--- config.mk ---
export PLATFORM = sky130hd
export DESIGN_NAME = reg_load_sequencer_flat
export DESIGN_NICKNAME = d
export VERILOG_FILES = /design/src/rtl/reg_load_sequencer_if.sv /design/src/rtl/reg_load_sequencer.sv /design/src/flat_wrapper.sv
export SDC_FILE = /design/constraint.sdc
export NUM_CORES = 1
export LEC_CHECK = 0
export CORE_MARGIN = 1
export CORE_UTILIZATION = 45
export DETAILED_ROUTE_END_ITERATION = 8
export PLACE_DENSITY_LB_ADDON = 0.3
export SYNTH_ARGS = -nofsm -noshare
export SYNTH_HDL_FRONTEND = slang
export SYNTH_SLANG_ARGS = --single-unit
--- constraint.sdc ---
create_clock -name clk -period 2.29 [get_ports clk]
set_clock_uncertainty 0.15 [all_clocks]
set_input_delay 0.458 -clock clk [delete_from_list [all_inputs] [get_ports clk]]
set_output_delay 0.458 -clock clk [all_outputs]
set_load 0.01 [all_outputs]
--- src/rtl/reg_load_sequencer_if.sv ---
// Instruction handshake plus register-file / shift-register load bus of reg_load_sequencer.
// master = the sequencer (drives strobes), slave = instruction source and datapath side.
interface reg_load_sequencer_if #(
  parameter int INPUT_WIDTH = 4
);
  logic                   instr_valid;
  logic                   instr_ready;
  logic [3:0]             opcode;
  logic [INPUT_WIDTH-1:0] operand;
  logic [INPUT_WIDTH-1:0] data_a;
  logic [INPUT_WIDTH-1:0] data_b;
  logic                   LDA;
  logic                   LDB;
  logic                   LDO;
  logic                   shift_load;
  logic [3:0]             shift_in;
  logic [1:0]             shift_state;
  logic                   busy;
  logic                   done;
  logic                   illegal;

  modport master (
    input  instr_valid, opcode, operand,
    output instr_ready, data_a, data_b, LDA, LDB, LDO,
           shift_load, shift_in, shift_state, busy, done, illegal
  );

  modport slave (
    output instr_valid, opcode, operand,
    input  instr_ready, data_a, data_b, LDA, LDB, LDO,
           shift_load, shift_in, shift_state, busy, done, illegal
  );
endinterface

--- src/rtl/reg_load_sequencer.sv ---
// Accepts one instruction per handshake and issues registered load/shift strobes with fixed timing.
// Define SEQ_SHIFT_EN to execute LSH/RSH/LSR; otherwise opcodes 4-6 retire as illegal.
module reg_load_sequencer #(
  parameter int INPUT_WIDTH = 4,
  parameter int ALU_LATENCY = 1,
  parameter int CNT_WIDTH   = 4
) (
  input  logic                 clk,
  input  logic                 reset,
  reg_load_sequencer_if.master bus
);

  localparam logic [3:0] OP_NOP  = 4'd0;
  localparam logic [3:0] OP_LDA  = 4'd1;
  localparam logic [3:0] OP_LDB  = 4'd2;
  localparam logic [3:0] OP_EXEC = 4'd3;
`ifdef SEQ_SHIFT_EN
  localparam logic [3:0] OP_LSH  = 4'd4;
  localparam logic [3:0] OP_RSH  = 4'd5;
  localparam logic [3:0] OP_LSR  = 4'd6;
`endif

  localparam logic [CNT_WIDTH-1:0] CNT_ONE  = CNT_WIDTH'(1);
  localparam logic [CNT_WIDTH-1:0] LAT_LAST = CNT_WIDTH'((ALU_LATENCY > 0) ? ALU_LATENCY - 1 : 0);
  localparam bit                   LAT_ZERO = (ALU_LATENCY == 0);

  typedef enum logic [2:0] {
    S_IDLE      = 3'd0,
    S_LOAD      = 3'd1,
    S_EXEC_WAIT = 3'd2,
    S_WRITE     = 3'd3,
    S_DONE      = 3'd4
`ifdef SEQ_SHIFT_EN
    , S_SHIFT   = 3'd5
`endif
  } state_t;

  state_t                 r_state;
  logic [CNT_WIDTH-1:0]   r_cnt;
  logic                   r_ready;
  logic                   r_busy;
  logic                   r_done;
  logic                   r_illegal;
  logic                   r_lda;
  logic                   r_ldb;
  logic                   r_ldo;
  logic [INPUT_WIDTH-1:0] r_data_a;
  logic [INPUT_WIDTH-1:0] r_data_b;
`ifdef SEQ_SHIFT_EN
  logic                   r_shift_load;
  logic [1:0]             r_shift_state;
  logic [3:0]             r_shift_in;
`endif

  // Every output is computed for the state being entered, so it is a flop.
  always_ff @(posedge clk or negedge reset) begin
    if (!reset) begin
      r_state       <= S_IDLE;
      r_cnt         <= '0;
      r_ready       <= 1'b0;
      r_busy        <= 1'b0;
      r_done        <= 1'b0;
      r_illegal     <= 1'b0;
      r_lda         <= 1'b0;
      r_ldb         <= 1'b0;
      r_ldo         <= 1'b0;
      r_data_a      <= '0;
      r_data_b      <= '0;
`ifdef SEQ_SHIFT_EN
      r_shift_load  <= 1'b0;
      r_shift_state <= 2'b00;
      r_shift_in    <= 4'd0;
`endif
    end else begin
      case (r_state)
        S_IDLE: begin
          r_ready <= 1'b1;
          if (r_ready && bus.instr_valid) begin
            r_ready <= 1'b0;
            r_busy  <= 1'b1;
            case (bus.opcode)
              OP_NOP: begin
                r_done  <= 1'b1;
                r_state <= S_DONE;
              end
              OP_LDA: begin
                r_data_a <= bus.operand;
                r_lda    <= 1'b1;
                r_state  <= S_LOAD;
              end
              OP_LDB: begin
                r_data_b <= bus.operand;
                r_ldb    <= 1'b1;
                r_state  <= S_LOAD;
              end
              OP_EXEC: begin
                if (LAT_ZERO) begin
                  r_ldo   <= 1'b1;
                  r_state <= S_WRITE;
                end else begin
                  r_cnt   <= LAT_LAST;
                  r_state <= S_EXEC_WAIT;
                end
              end
`ifdef SEQ_SHIFT_EN
              OP_LSR: begin
                r_shift_in   <= 4'(bus.operand);
                r_shift_load <= 1'b1;
                r_state      <= S_LOAD;
              end
              OP_LSH, OP_RSH: begin
                if (bus.operand == '0) begin
                  r_done  <= 1'b1;
                  r_state <= S_DONE;
                end else begin
                  // Counter holds remaining shift cycles minus one.
                  r_cnt         <= CNT_WIDTH'(bus.operand - INPUT_WIDTH'(1));
                  r_shift_state <= (bus.opcode == OP_LSH) ? 2'b10 : 2'b01;
                  r_state       <= S_SHIFT;
                end
              end
`endif
              default: begin
                r_done    <= 1'b1;
                r_illegal <= 1'b1;
                r_state   <= S_DONE;
              end
            endcase
          end
        end

        S_LOAD: begin
          r_lda        <= 1'b0;
          r_ldb        <= 1'b0;
`ifdef SEQ_SHIFT_EN
          r_shift_load <= 1'b0;
`endif
          r_done       <= 1'b1;
          r_state      <= S_DONE;
        end

        S_EXEC_WAIT: begin
          if (r_cnt == '0) begin
            r_ldo   <= 1'b1;
            r_state <= S_WRITE;
          end else begin
            r_cnt <= r_cnt - CNT_ONE;
          end
        end

        S_WRITE: begin
          r_ldo   <= 1'b0;
          r_done  <= 1'b1;
          r_state <= S_DONE;
        end

`ifdef SEQ_SHIFT_EN
        S_SHIFT: begin
          if (r_cnt == '0) begin
            r_shift_state <= 2'b00;
            r_done        <= 1'b1;
            r_state       <= S_DONE;
          end else begin
            r_cnt <= r_cnt - CNT_ONE;
          end
        end
`endif

        S_DONE: begin
          r_done    <= 1'b0;
          r_illegal <= 1'b0;
          r_busy    <= 1'b0;
          r_ready   <= 1'b1;
          r_state   <= S_IDLE;
        end

        default: begin
          r_busy  <= 1'b0;
          r_state <= S_IDLE;
        end
      endcase
    end
  end

  assign bus.instr_ready = r_ready;
  assign bus.busy        = r_busy;
  assign bus.done        = r_done;
  assign bus.illegal     = r_illegal;
  assign bus.LDA         = r_lda;
  assign bus.LDB         = r_ldb;
  assign bus.LDO         = r_ldo;
  assign bus.data_a      = r_data_a;
  assign bus.data_b      = r_data_b;
`ifdef SEQ_SHIFT_EN
  assign bus.shift_load  = r_shift_load;
  assign bus.shift_state = r_shift_state;
  assign bus.shift_in    = r_shift_in;
`else
  assign bus.shift_load  = 1'b0;
  assign bus.shift_state = 2'b00;
  assign bus.shift_in    = 4'd0;
`endif

endmodule

--- src/flat_wrapper.sv ---
// flat-port wrapper written by rule: the top's interface ports become plain ports
module reg_load_sequencer_flat 
#(
  parameter int INPUT_WIDTH = 4,
  parameter int ALU_LATENCY = 1,
  parameter int CNT_WIDTH   = 4
)
  (clk, reset, bus_instr_valid, bus_opcode, bus_operand, bus_instr_ready, bus_data_a, bus_data_b, bus_LDA, bus_LDB, bus_LDO, bus_shift_load, bus_shift_in, bus_shift_state, bus_busy, bus_done, bus_illegal);
  reg_load_sequencer_if #(.INPUT_WIDTH(INPUT_WIDTH)) bus_i ();
  input  logic clk;
  input  logic reset;
  input wire logic [$bits(bus_i.instr_valid)-1:0] bus_instr_valid;
  input wire logic [$bits(bus_i.opcode)-1:0] bus_opcode;
  input wire logic [$bits(bus_i.operand)-1:0] bus_operand;
  output wire logic [$bits(bus_i.instr_ready)-1:0] bus_instr_ready;
  output wire logic [$bits(bus_i.data_a)-1:0] bus_data_a;
  output wire logic [$bits(bus_i.data_b)-1:0] bus_data_b;
  output wire logic [$bits(bus_i.LDA)-1:0] bus_LDA;
  output wire logic [$bits(bus_i.LDB)-1:0] bus_LDB;
  output wire logic [$bits(bus_i.LDO)-1:0] bus_LDO;
  output wire logic [$bits(bus_i.shift_load)-1:0] bus_shift_load;
  output wire logic [$bits(bus_i.shift_in)-1:0] bus_shift_in;
  output wire logic [$bits(bus_i.shift_state)-1:0] bus_shift_state;
  output wire logic [$bits(bus_i.busy)-1:0] bus_busy;
  output wire logic [$bits(bus_i.done)-1:0] bus_done;
  output wire logic [$bits(bus_i.illegal)-1:0] bus_illegal;
  assign bus_i.instr_valid = bus_instr_valid;
  assign bus_i.opcode = bus_opcode;
  assign bus_i.operand = bus_operand;
  assign bus_instr_ready = bus_i.instr_ready;
  assign bus_data_a = bus_i.data_a;
  assign bus_data_b = bus_i.data_b;
  assign bus_LDA = bus_i.LDA;
  assign bus_LDB = bus_i.LDB;
  assign bus_LDO = bus_i.LDO;
  assign bus_shift_load = bus_i.shift_load;
  assign bus_shift_in = bus_i.shift_in;
  assign bus_shift_state = bus_i.shift_state;
  assign bus_busy = bus_i.busy;
  assign bus_done = bus_i.done;
  assign bus_illegal = bus_i.illegal;
  reg_load_sequencer #(.INPUT_WIDTH(INPUT_WIDTH), .ALU_LATENCY(ALU_LATENCY), .CNT_WIDTH(CNT_WIDTH)) u_core (.clk(clk), .reset(reset), .bus(bus_i));
endmodule
Word-level counts from Yosys, hierarchy flattened
Index checks and enable logic that the tools add are counted.

storage, ports and cells
  register bits = 22
  input port bits = 11
  output and inout port bits = 22
  logic and storage cells = 78

cells by class
  add/sub/neg operators = 1
  eq/ne operators = 15
  mux-type cells = 26
  bitwise logic cells = 1
  reduce and logical (&&, ||, !) cells = 24

operators by type and width
  kind                   count
  $reduce_and A3 Y1      6
  $mux W4                3
  $ne A2 B2 Y1 const B   6
  $pmux W1 S2            6
  $mux W1                11
  $pmux W3 S3            1
  $eq A4 B2 Y1 const B   2
  $logic_not A4 Y1       2
  $pmux W4 S2            1
  $reduce_bool A2 Y1     4
  $eq A3 B2 Y1 const B   2
  $mux W3                2
  $pmux W3 S2            1
  $reduce_and A2 Y1      3
  $reduce_or A3 Y1       2
  $eq A4 B1 Y1 const B   1
  $ne A2 B1 Y1 const B   2
  $reduce_and A4 Y1      1
  $reduce_or A2 Y1       2
  $reduce_or A4 Y1       1
  $sub A4 B1 Y4 const B  1
  $eq A3 B1 Y1 const B   1
  $eq A3 B3 Y1 const B   1
  $logic_not A3 Y1       1
  other kinds (4)        4

Depth between registers and ports, before layout
Gate-level depths: netlist of the first run.

  depth after elaboration = 5
  gate-level depth with buffers = 6
  gate-level depth less buffers = 6

Worst setup path after synthesis of the first run
Ideal clock, no wire load.

  kind = register to register
  start point = register u_core.r_state[1]
  end point = register u_core.r_data_a[0], in the netlist u_core.bus.data_a[0]
  library setup time = 0.125 ns
  arrival = 1.478 ns
  required time = 2.015 ns
  setup slack = 0.537 ns
  stages on the path, launching flop included = 6
  path buffers = 1
  clock period less this slack = 1.753 ns
  path through = dfrtp_1 and4bb_4 and2_4 and4b_1 buf_6 mux2_4

between the ends
  cells in the longest elaborated chain, start to end = 2

ends and longest elaborated chain
  element                      RTL line                  source
  from (decl)                  reg_load_sequencer.sv:38  state_t r_state;
  from (signal assigned)       reg_load_sequencer.sv:58  r_state <= S_IDLE;
  from (signal assigned)       reg_load_sequencer.sv:84  r_state <= S_DONE;
  from (signal assigned)       reg_load_sequencer.sv:89  r_state <= S_LOAD;
  $logic_not A3 Y1             reg_load_sequencer.sv:75  case (r_state)
  $reduce_and A3 Y1 (no line)  --
  to (signal assigned)         reg_load_sequencer.sv:87  r_data_a <= bus.operand;
  to (decl)                    reg_load_sequencer.sv:47  logic [INPUT_WIDTH-1:0] r_data_a;

Every way passes these cells.
A chain may end at the register's enable or synchronous reset.

Worst setup path in the final report of the first run
  start point = register u_core.r_cnt[0]
  end point = register u_core.r_cnt[3]

between the ends
  cells in the longest elaborated chain, start to end = 3
  elaborated cells between the ends (all ways) = 6
  those cells by class = 1 x add/sub; 1 x eq/ne; 2 x mux; 2 x reduce/logical

ends and longest elaborated chain
  element                                            RTL line                                              source
  from (decl)                                        reg_load_sequencer.sv:39                              logic [CNT_WIDTH-1:0] r_cnt;
  from (signal assigned)                             reg_load_sequencer.sv:147                             r_cnt <= r_cnt - CNT_ONE;
  $sub A4 B1 Y4 or $logic_not A4 Y1 (tied branches)  reg_load_sequencer.sv:147, reg_load_sequencer.sv:143
  $mux W4 or $ne A2 B2 Y1 (tied branches)            --
  $pmux W4 S2 or $reduce_and A4 Y1 (tied branches)   --

Several ways; a longest one is shown, not always the timed one. The select of a mux whose other input is x is not followed.

==> results.sh, run 1 <==
export IMPL_outcome="finished, final reports clean"
export IMPL_rows=17
export IMPL_crit_start="u_core.r_cnt[0]"
export IMPL_total_power_mw=1.58
export IMPL_vias=827
export IMPL_finalSetupTns_ns=0
export IMPL_yosysMostFrequentCell="dfrtp_1"
export IMPL_antenna_found_initial=0
export IMPL_pwr_share_clk_pct=13.4
export IMPL_synthCells=100
export IMPL_clk_pin_slew_ns=0.12
export IMPL_worstSetupEndpoint="u_core.r_cnt[3]"
export IMPL_pwr_share_seq_pct=42.5
export IMPL_wire_per_inst_um=13.7
export IMPL_synthToLayoutAreaGrowth_pct=28.3
export IMPL_cts_tree="done"
export IMPL_yosys_area_top_type="dfrtp_1"
export IMPL_peakVddDrop_mv=0.794
export IMPL_p_comb_share_pct=44.1
export IMPL_dr_first_iter_drc_count=8
export IMPL_pwr_density_cell_nw_per_um2=1110
export IMPL_worstPathRequired_ns=2.38
export IMPL_n_antenna_cell=0
export IMPL_drc_errors=0
export IMPL_yosysWarnings=0
export IMPL_cts_sinks=22
export IMPL_critPathKind="flip-flop to flip-flop"
export IMPL_cap_violations=0
export IMPL_io_buffers=25
export IMPL_ys_types=31
export IMPL_slew_violations=0
export IMPL_synthArstFlopShare_pct=100
export IMPL_p_leak_nw=0.643
export IMPL_worstPathArrival_ns=2.21
export IMPL_numCtsBuffers=3
export IMPL_grt_max_degree=23
export IMPL_drive_gt1_share_pct=19.1
export IMPL_cts_hold_buf=0
export IMPL_synth_seq_cells=22
export IMPL_period_minus_slack_ns=2.13
export IMPL_cts_setup_buffers=0
export IMPL_die_x_um=51.7
export IMPL_r2r_end="u_core.r_cnt[3]"
export IMPL_startpoint_type="flip-flop"
export IMPL_ff2ff_path_depth=6
export IMPL_first_pass_iters=4
export IMPL_grt_setup_unrepaired="false"
export IMPL_drtAntennaViolNets=0
export IMPL_grt_pass1_wl_um=3640
export IMPL_critPathCaptureType="flip-flop"
export IMPL_r2r_start="u_core.r_cnt[0]"
export IMPL_grt_overflow=0
export IMPL_synth_area_leaders="dfrtp_1, mux2_4, buf_4"
export IMPL_synth_common_cells="dfrtp_1, nor2_1, a21oi_1, mux2_4, buf_4"
export IMPL_clockBufferDepth=2
export IMPL_place_gp_congestion=0.838
export IMPL_p_int_mw=1.07
export IMPL_final_cells=159
export IMPL_power_switching_mw=0.515
export IMPL_worstSkewPairLatency_ns=0.30
export IMPL_timing_final_hold_violations=0
export IMPL_top_level_ports=33
export IMPL_seq_area_frac_synth_pct=49.5
export IMPL_die_area_um2=2670
export IMPL_initial_core_util_pct=48.8
export IMPL_slew_headroom_pct=64.5
export IMPL_via_per_inst=5.20
export IMPL_yosysTopAreaCellShare_pct=49.5
export IMPL_htree_levels=1
export IMPL_r2r_setup_slack_ns=0.16
export IMPL_root_buffer="clkbuf_4"
export IMPL_grt_pass1_vias=846
export IMPL_die_h_um=51.7
export IMPL_final_core_util_pct=62.6
export IMPL_crit_fanout=6
export IMPL_fp_coreArea_um2=2280
export IMPL_hold_class="input port to asynchronous set/reset pin"
export IMPL_fmax_mhz=470
export IMPL_cts_resized=0
export IMPL_worstMarginPinSlew_ns=0.532
export IMPL_netlist_area_um2=1110
export IMPL_switching_share_pct=32.5
export IMPL_syn_avg_cell_area_um2=11.1
export IMPL_synth_edff_count=0
export IMPL_grt_usage_pct=18.4
export IMPL_place_inst=155
export IMPL_drt_total_wl_um=2190
export IMPL_synthFlopType="dfrtp_1"
export IMPL_nNetsFinal=145
export IMPL_setup_viol=0
export IMPL_fin_crit_sh_pct=92.9
export IMPL_dpl_hpwl_um=1690
-- state kept, by name, summed over array words and instances, names as in the netlist --
name                    flops
u_core.bus.data_b           4
u_core.bus.LDB              1
u_core.r_cnt                4
u_core.bus.busy             1
u_core.bus.illegal          1
u_core.bus.data_a           4
u_core.bus.done             1
u_core.bus.instr_ready      1
u_core.bus.LDO              1
u_core.bus.LDA              1
u_core.r_state              3
-- worst min-delay path by stage --
stage | start | endpoint | slack, ns | cells after the start
2_1_floorplan | reset | u_core.bus.LDA | 0.01 | 0
3_3_place_gp | u_core.bus.LDB | u_core.bus.LDB | 0.33 | 1
3_5_place_dp | u_core.bus.data_a[3] | u_core.bus.data_a[3] | 0.35 | 1
4_1_cts | reset | u_core.bus.data_a[0] | 0.34 | 2
5_1_grt | reset | u_core.bus.instr_ready | 0.38 | 2
6_report | reset | u_core.bus.done | 0.33 | 2
-- critical path: stages (launching register included) --
cell and delay, ns:
dfrtp_1 0.42, inv_1 0.12, ha_1 0.15, nor3b_1 0.46, a2bb2oi_1 0.44, o21ai_0 0.17, a21oi_1 0.15
-- metal layers --
layer,wire length [um],up-vias,part of all wire [%],GRT usage [%]
li1,-,401,-,-
met1,990,404,45,23.1
met2,1110,20,51,32.5
met3,65,2,3.0,2.63
met4,17,0,0.78,5.41
met5,0,-,0,0
-- through the flow --
step                      instance area, um^2  hold slack, ns  worst slack [ns]
after floorplan                          1130          0.0124             0.537
after global placement                   1390           0.333          -0.00519
after detailed placement                 1390           0.346           -0.0377
after CTS                                1430           0.340             0.172
after global routing                     1430           0.379            0.0161
final                                    1430           0.333             0.163
-- final cells by class --
type	instances	area (um^2)
Tap cell	28	35.0
Multi-Input combinational cell	68	482
Timing Repair Buffer	32	303
Inverter	5	18.8
Sequential cell	22	551
Fill cell	176	851
Clock buffer	4	36.3
-- kinds of logic after synthesis --
logic type | synth area share [%]
AO/OA/AOI/OAI | 10.1
flip-flops | 49.5
buffers and inverters | 9.12
multiplexers | 10.8
XOR/XNOR | 0.788
AND/OR/NAND/NOR | 17.0
other | 0.338
adder cells (fa/ha/maj) | 2.25
-- layout by cell type (no fill, tap or decap), drive strengths merged, types with 2 or more instances in the layout --
| cell type | n |
|---|---|
| buf | 7 |
| inv | 5 |
| or3 | 2 |
| clkdlybuf4s50 | 25 |
| ha | 2 |
| o21ai | 4 |
| a21oi | 8 |
| nand2 | 4 |
| mux2 | 8 |
| nor2 | 9 |
| clkbuf | 4 |
| dfrtp | 22 |
| conb | 7 |
| nor3 | 4 |
| and4bb | 2 |
| o21a | 2 |
| and4b | 2 |
| a2bb2oi | 2 |
-- power by group through the flow --
stage                     Sequential (mW)  Combinational (mW)  Clock, mW
final                               0.673               0.698      0.212
after global routing                0.697               0.762      0.231
after CTS                           0.674               0.706      0.215
after detailed placement            0.682               0.702          0
after global placement              0.673               0.678          0
after floorplan                     0.705               0.329          0
(Power assumes the default switching activity.)
==> run 2: changes to the inputs <==
Settings changed: CELL_PAD_IN_SITES_DETAIL_PLACEMENT set to 1, CELL_PAD_IN_SITES_GLOBAL_PLACEMENT set to 1, CORE_UTILIZATION 45 to 35.
==> run 2 against run 1 <==
Worst setup slack better by 0.14 ns. Design area is 0.79% higher. Critical endpoint is now u_core.bus.data_a[1]. Global-route usage is 3.2 points lower. Sequential cell count stayed put. Total power is 0.70% higher.
==> results.sh, run 2 (synthesized netlist as in run 1, its figures left out) <==
export IMPL_critPathCaptureType="flip-flop"
export IMPL_outcome="finished, final reports clean"
export IMPL_grt_usage_pct=15.2
export IMPL_fin_crit_sh_pct=86.8
export IMPL_antenna_found_initial=0
export IMPL_root_buffer="clkbuf_4"
export IMPL_vias=808
export IMPL_via_per_inst=4.67
export IMPL_grt_max_degree=23
export IMPL_synthToLayoutAreaGrowth_pct=29.3
export IMPL_place_gp_congestion=0.852
export IMPL_numCtsBuffers=3
export IMPL_dpl_hpwl_um=1770
export IMPL_drt_total_wl_um=2360
export IMPL_rows=20
export IMPL_p_leak_nw=0.634
export IMPL_drtAntennaViolNets=0
export IMPL_slew_headroom_pct=59.5
export IMPL_first_pass_iters=3
export IMPL_crit_path_max_incr_delay_ns=0.49
export IMPL_dr_first_iter_drc_count=10
export IMPL_worstPathArrival_ns=2.05
export IMPL_cts_tree="done"
export IMPL_htree_levels=1
export IMPL_period_minus_slack_ns=1.99
export IMPL_grt_setup_unrepaired="false"
export IMPL_grt_overflow=0
export IMPL_io_buffers=25
export IMPL_final_core_util_pct=47.4
export IMPL_p_comb_share_pct=43.9
export IMPL_die_x_um=58.3
export IMPL_die_h_um=58.3
export IMPL_critPathKind="input port to flip-flop"
export IMPL_hold_ws_ns=0.320
export IMPL_crit_chain="clkdlybuf4s50_1 > and4bb_4 > and2_4 > and4b_1 > mux2_4"
export IMPL_worstSkewPairLatency_ns=0.31
export IMPL_fillers=336
export IMPL_die_area_um2=3400
export IMPL_clk_pin_slew_ns=0.13
export IMPL_cts_setup_buffers=0
export IMPL_drive_gt1_share_pct=18.6
export IMPL_setup_viol=0
export IMPL_drc_errors=0
export IMPL_switching_share_pct=32.9
export IMPL_worstMarginPinSlew_ns=0.607
export IMPL_grt_pass1_vias=878
export IMPL_pwr_density_cell_nw_per_um2=1110
export IMPL_multi_input_area_um2=488
export IMPL_cap_violations=0
export IMPL_cp_buffers_inverters=1
export IMPL_layout_common_cells="clkdlybuf4s50_1, dfrtp_1, nor2_1"
export IMPL_nNetsFinal=143
export IMPL_timing_final_hold_violations=0
export IMPL_path_delay_family="simple AND/OR/NAND/NOR gates"
export IMPL_final_common_cell="clkdlybuf4s50_1"
export IMPL_fp_coreArea_um2=3030
export IMPL_fmax_mhz=503
export IMPL_finalSetupTns_ns=0
export IMPL_peakVddDrop_mv=0.365
export IMPL_initial_core_util_pct=36.7
export IMPL_startpoint_type="input port"
export IMPL_register_area_um2=551
export IMPL_slowest_stage="clkdlybuf4s50_1"
export IMPL_cts_sinks=22
export IMPL_clockBufferDepth=2
export IMPL_grt_pass1_wl_um=3960
export IMPL_pwr_share_clk_pct=14.0
export IMPL_pwr_share_seq_pct=42.1
export IMPL_slew_violations=0
export IMPL_power_switching_mw=0.525
export IMPL_wire_per_inst_um=13.7
export IMPL_top_level_ports=33
export IMPL_n_antenna_cell=0
export IMPL_crit_fanout=5
export IMPL_p_int_mw=1.07
export IMPL_hold_class="input port to asynchronous set/reset pin"
export IMPL_worstPathRequired_ns=2.35
==> run 2: changes by cell type in the layout (fill, tap and decap cells not counted) <==
cell       before  now
a2bb2oi_1       2    1
a2bb2oi_2       0    1
buf_4           7    5
==> run 2: layer usage <==
metal,GRT usage (%),vias to the layer above,wire [um]
met3,2.20,4,104
li1,-,391,-
met2,26.4,21,1110
met4,5.10,0,36
met1,19.5,392,1110
met5,0,-,0
==> run 2: through the flow <==
stage          power, mW  cell area (um^2)  instances  setup WS [ns]
2_1_floorplan       1.03              1130        106          0.537
3_3_place_gp        1.35              1390        169        0.00572
3_5_place_dp        1.38              1390        169        -0.0439
4_1_cts             1.61              1430        173          0.182
5_1_grt             1.71              1440        173          0.122
6_report            1.59              1440        173          0.302
==> run 2: worst paths after layout <==
| kind | startpoint | to | slack [ns] | cells after the start |
|---|---|---|---|---|
| worst max register to register | u_core.r_cnt[0] | u_core.r_cnt[3] | 0.32 | 6 |
| worst max-delay path | bus_instr_valid | u_core.bus.data_a[1] | 0.30 | 5 |
| min in group clk | u_core.bus.LDB | u_core.bus.LDB | 0.36 | 1 |
| max in group asynchronous | reset | u_core.bus.illegal | 1.44 | 2 |
| worst min-delay path | reset | u_core.bus.data_b[0] | 0.32 | 2 |
| worst min register to register | u_core.bus.LDB | u_core.bus.LDB | 0.36 | 1 |
==> run 2: power by group through the flow <==
stage                     Sequential [mW]  Clock (mW)  Combinational, mW
final                               0.671       0.223              0.700
after floorplan                     0.705           0              0.329
after CTS                           0.674       0.234              0.704
after global routing                0.693       0.244              0.770
after global placement              0.673           0              0.679
after detailed placement            0.680           0              0.703
==> run 2: area by class of cell <==
| class | instances | share of cell area [%] |
|---|---|---|
| Clock buffer | 4 | 2.53 |
| Tap cell | 44 | 3.83 |
| Multi-Input combinational cell | 68 | 34.0 |
| Inverter | 5 | 1.31 |
| Timing Repair Buffer | 30 | 20.0 |
| Sequential cell | 22 | 38.3 |
==> run 2: what timing repair did <==
action | in CTS | in global routing
resized for setup | 0 | 1
endpoints found under the setup margin | 0 | 1
hold buffers | 0 | 0
endpoints found under the hold margin | 0 | 0
